<file path="config.mk">
export PLATFORM = sky130hd
export DESIGN_NAME = mem_wb_pipe_stage
export DESIGN_NICKNAME = d
export VERILOG_FILES = /design/src/rtl/mem_wb_pipe_stage.sv
export SDC_FILE = /design/constraint.sdc
export NUM_CORES = 1
export LEC_CHECK = 0
export ABC_AREA = 1
export CAP_MARGIN = 20
export CORE_MARGIN = 5
export CORE_UTILIZATION = 40
export DETAILED_ROUTE_END_ITERATION = 8
export PLACE_DENSITY = 0.84
export RECOVER_POWER = 50
export REMOVE_ABC_BUFFERS = 1
export SETUP_SLACK_MARGIN = 0.02
export SLEW_MARGIN = 20
export SYNTH_ARGS = -nofsm -noshare
export SYNTH_HDL_FRONTEND = slang
export SYNTH_SLANG_ARGS = --single-unit
</file>
<file path="constraint.sdc">
create_clock -name clk -period 1.05 [get_ports clk]
set_input_delay 0.2625 -clock clk [delete_from_list [all_inputs] [get_ports clk]]
set_output_delay 0.2625 -clock clk [all_outputs]
set_load 0.03 [all_outputs]
</file>
<file path="src/rtl/mem_wb_pipe_stage.sv">
// mem_wb_pipe_stage: DEPTH-deep MEM->WB register (valid/bubble/flush/stall, per-stage rd/wr_ctrl/valid forwarding taps, wb_* from last stage; stall_cnt port only with PIPE_STAGE_STALL_CNT_EN)
module mem_wb_pipe_stage #(
  parameter int DATA_W = 32,
  parameter int REG_W  = 5,
  parameter int CTRL_W = 2,
  parameter int DEPTH  = 1
`ifdef PIPE_STAGE_STALL_CNT_EN
  , parameter int CNT_W = 16
`endif
) (
  input  logic                      clk,
  input  logic                      rst,
  input  logic                      stall,
  input  logic                      flush,
  input  logic                      mem_valid,
  input  logic [DATA_W-1:0]         mem_alu_result,
  input  logic [DATA_W-1:0]         mem_data,
  input  logic [REG_W-1:0]          mem_rd,
  input  logic [CTRL_W-1:0]         mem_wr_ctrl,
  output logic                      wb_valid,
  output logic [DATA_W-1:0]         wb_alu_result,
  output logic [DATA_W-1:0]         wb_mem_data,
  output logic [REG_W-1:0]          wb_rd,
  output logic [CTRL_W-1:0]         wb_wr_ctrl,
  output logic [DEPTH-1:0]          fwd_valid,
  output logic [DEPTH*REG_W-1:0]    fwd_rd,
  output logic [DEPTH*CTRL_W-1:0]   fwd_wr_ctrl
`ifdef PIPE_STAGE_STALL_CNT_EN
  , output logic [CNT_W-1:0]        stall_cnt
`endif
);
  logic [DEPTH-1:0]             valid_q, valid_d;
  logic [DEPTH-1:0][DATA_W-1:0] alu_q, alu_d, data_q, data_d;
  logic [DEPTH-1:0][REG_W-1:0]  rd_q, rd_d;
  logic [DEPTH-1:0][CTRL_W-1:0] wr_q, wr_d;
  always_comb begin
    valid_d = valid_q;
    alu_d   = alu_q;
    data_d  = data_q;
    rd_d    = rd_q;
    wr_d    = wr_q;
    if (flush) begin
      valid_d = '0;
      wr_d    = '0;
    end else if (!stall) begin
      valid_d[0] = mem_valid;
      alu_d[0]   = mem_alu_result;
      data_d[0]  = mem_data;
      rd_d[0]    = mem_rd;
      wr_d[0]    = mem_valid ? mem_wr_ctrl : '0;
      for (int i = 1; i < DEPTH; i++) begin
        valid_d[i] = valid_q[i-1];
        alu_d[i]   = alu_q[i-1];
        data_d[i]  = data_q[i-1];
        rd_d[i]    = rd_q[i-1];
        wr_d[i]    = wr_q[i-1];
      end
    end
  end
  always_ff @(posedge clk) begin
    if (rst) begin
      valid_q <= '0;
      alu_q   <= '0;
      data_q  <= '0;
      rd_q    <= '0;
      wr_q    <= '0;
    end else begin
      valid_q <= valid_d;
      alu_q   <= alu_d;
      data_q  <= data_d;
      rd_q    <= rd_d;
      wr_q    <= wr_d;
    end
  end
  assign wb_valid      = valid_q[DEPTH-1];
  assign wb_alu_result = alu_q[DEPTH-1];
  assign wb_mem_data   = data_q[DEPTH-1];
  assign wb_rd         = rd_q[DEPTH-1];
  assign wb_wr_ctrl    = wr_q[DEPTH-1];
  assign fwd_valid     = valid_q;
  assign fwd_rd        = rd_q;
  assign fwd_wr_ctrl   = wr_q;
`ifdef PIPE_STAGE_STALL_CNT_EN
  logic [CNT_W-1:0] cnt_q;
  always_ff @(posedge clk) begin
    if (rst) cnt_q <= '0;
    else if (stall && !flush && cnt_q != '1) cnt_q <= cnt_q + 1'b1;
  end
  assign stall_cnt = cnt_q;
`endif
endmodule
</file>
* Yosys cells after proc, flatten, opt, wreduce, memory -nomap -nowiden
Index checks and enable logic that the tools add are counted.
** Storage, ports and cells
- Bits in registers :: 72
- Bits in latches :: 0
- RAM bits :: 0
- Memory bits (read-only) :: 0
- Output and inout bits :: 80
- Memories :: 0
** Cells by class
- Add/subtract/negate cells :: 0
- Multiply operators :: 0
- Divide/modulo/power cells :: 0
- Order comparisons :: 0
- Equal/unequal tests :: 0
- Shifts and indexed selects :: 0
- Muxes and demuxes :: 1
- Bitwise logic cells :: 2
- Reduce and logical (&&, ||, !) cells :: 2
** Operators by type and width (number)
- 2-bit 2-to-1 mux :: 1
- 1-bit NOT :: 2
- 2-bit AND reduction :: 1
- 2-bit OR reduction :: 1

* Logic depth before layout (Yosys ltp)
- Depth after elaboration :: 2
- Depth in mapped cells :: 6
- Mapped depth without buffers :: 4

* Worst setup path after synthesis
OpenSTA, ideal clock, no wires.
- Path type :: reg2out
- Start :: reg rd_q, in the netlist fwd_rd[0]
- End :: out wb_rd[0]
- Arrival :: 0.719 ns
- Required time :: 0.787 ns
- Path slack :: 0.069 ns
- Stages on the path, launching flop included :: 2
- Cell sequence :: dfxtp_1 > buf_4
** RTL lines
- start, declared :: RTL line 34 : logic [DEPTH-1:0][REG_W-1:0] rd_q, rd_d;
- start signal, assigned :: RTL line 71 : rd_q <= rd_d;
- end, declared :: RTL line 23 : output logic [REG_W-1:0] wb_rd,
No word-level cell between the ends.

==> results <==
[where the power goes]
part	leakage, nW	total (mW)	switching (mW)	internal, mW
clock network	0.0989	2.10	0.959	1.14
logic	1.85	1.69	0.856	0.831
registers	0.621	3.07	0.134	2.94
total	2.57	6.86	1.95	4.91
[cell usage in the layout (no fill, tap or decap)]
cell             Yosys  layout
clkdlybuf4s50_1      0      72
buf_6                9      80
a21oi_1              3       3
nand2_1            142     142
buf_12               0       4
inv_1               70      70
nor2_4               0       1
dlygate4sd3_1        0       1
dfxtp_4              0       4
nand3_1              2       2
clkbuf_16            0       1
nor2_1             138     138
clkbuf_1             1       1
clkbuf_2             0       2
clkinv_2             0       3
buf_4               13       5
buf_16               0       3
clkbuf_8             0      10
inv_2                0       1
dfxtp_2              0      68
bufinv_16            0       1
or2_2                1       1
[cell type report]
class | instances | area [µm²]
tap | 99 | 123.9
clock inverter | 4 | 45.04
clock buffer | 11 | 141.4
sequential | 72 | 1541
timing repair buffer | 168 | 1867
fill | 576 | 2252
inverter | 71 | 266.5
multi-input combinational | 287 | 1094
[routing by layer]
layer	up-vias	global-route usage	wire length, µm	share of wire
li1	1593	-	-	-
met1	1343	0.1857	3378	0.39
met2	126	0.3148	4503	0.51
met3	18	0.07194	716	0.082
met4	0	0.06803	149	0.017
met5	-	0	0	0
[state kept, by name, indices dropped and copies added, names as in the netlist]
signal and count:
fwd_valid 1, fwd_wr_ctrl 2, wb_mem_data 32, fwd_rd 5, wb_alu_result 32
[kinds of logic after synthesis]
kind of cell	after synthesis	share of synthesized area
compound gates	3	0.004955
buf+inv	101	0.1648
flops	72	0.4758
simple gates	284	0.3544
[synthesized netlist by cell type, drive strengths merged]
master  number  area, µm²
a21oi        3      15.01
buf         29      229.0
clkbuf       1      3.750
clkinv       1      3.750
dfxtp       72       1441
inv         70      262.8
nand2      142      533.0
nand3        2      10.01
nor2       139      524.3
or2          1      6.260
[final timing paths]
path | depth (start not counted) | start | slack, ns | to
setup / recovery | 5 | rst | -0.06 | wb_alu_result[28]
hold / removal | 3 | flush | 0.27 | fwd_wr_ctrl[1]
setup reg to reg | 3 | wb_alu_result[15] | 0.33 | wb_alu_result[15]
hold reg to reg | 2 | wb_alu_result[10] | 0.49 | wb_alu_result[10]
[repair_timing]
item / in CTS / in global routing
pin swaps: 1 / 1
endpoints found under the setup margin: 149 / 82
resized for setup: 158 / 7
buffers inserted: 3 / 2
gates cloned: 2 / 1
[critical path, stage by stage]
cell and delay, ns:
dlygate4sd3_1 0.58, inv_2 0.12, buf_12 0.19, nand2_1 0.09, nor2_1 0.10
[per-stage QoR]
| step | setup TNS [ns] | cell area (µm²) | cells | worst slack (ns) | utilization |
|---|---|---|---|---|---|
| final | -2.110 | 5079 | 712 | -0.05625 | 0.6928 |
| after floorplan | -147.57 | 2796 | 430 | -2.139 | - |
| after detailed placement | -33.15 | 4364 | 689 | -0.5029 | 0.5953 |
| after global placement | -30.97 | 4364 | 689 | -0.4644 | 0.5953 |
| after global routing | -8.015 | 5079 | 712 | -0.09435 | 0.6928 |
| after CTS | -3.089 | 5039 | 709 | -0.07057 | 0.6873 |
==> impl_metrics.json <==
{
  "cts_buffers": 9,
  "worstPathRequired_ns": 1.31,
  "fin_crit_ns": 1.106,
  "syn_to_final_growth_pct": 67.66,
  "maxSlewViolCount": 0,
  "drive_gt1_frac": 0.3002,
  "drtIter0Drc": 67,
  "antenna_found_initial": 0,
  "nets": 685,
  "setup_viol": 125,
  "syn_avg_cell_area_um2": 6.585,
  "start_util": 0.4132,
  "clock_skew_ns": 0,
  "detail-route-antenna-nets": 0,
  "p_per_area_nw_per_um2": 1350,
  "grt_pass1_wl_um": 13640,
  "drc": 0,
  "cap_violations": 0,
  "ys_types": 14,
  "min_period_over_period": 1.054,
  "endpoint_kind": "register",
  "hold_buffers": 0,
  "syn_inst": 460,
  "p_total_mw": 6.858,
  "path_class": "in -> reg",
  "globalplace.congestion": 0.8949,
  "cp_max_fo": 35,
  "track_usage": 0.1770,
  "fp.coreArea_um2": 7331,
  "via_per_inst": 4.326,
  "post_drt_wl_per_cell_um": 12.29,
  "clock_latency_ns": 0.33,
  "synth-seq-cells": 72,
  "ios": 156,
  "rsz0062_at_grt": "true",
  "diodes": 0,
  "ir_drop_mv": 0.5859,
  "h-tree-depth": 3,
  "status": "complete, but fails checks",
  "dp_hpwl_um": 5561,
  "layout_setup_ws_ns": -0.05625,
  "fmax_ghz": 0.9040,
  "cts_buffer_depth": 2,
  "finalHoldViolCount": 0,
  "tritoncts": "built",
  "maxSlewHeadroom": 0.8310,
  "start_kind": "input pin",
  "num_vias": 3080,
  "yosysSeqAreaShare": 0.4758,
  "die_w_um": 97.02,
  "violations": "negative setup slack",
  "cts_root_buffer": "clkbuf_8",
  "overflow": 0,
  "dieArea_um2": 9413,
  "first_pass_iters": 6,
  "drt_wl_total_um": 8747,
  "cts_sinks": 72,
  "holdWs_ns": 0.2696,
  "grt_max_degree": 65,
  "grt_pass1_vias": 2913,
  "p_leak_nw": 2.568,
  "die_y_um": 97.02,
  "max_slew.worst_pin.slew_ns": 0.2528,
  "rows": 31,
  "portBuffers": 155,
  "synth.cell_area_um2": 3029,
  "crit_arrival_ns": 1.37,
  "hold_class": "in -> reg",
  "clk_pin_slew_ns": 0.07,
  "yosysWarnings": 0
}
Note: power is estimated with default switching activity, not from simulation.
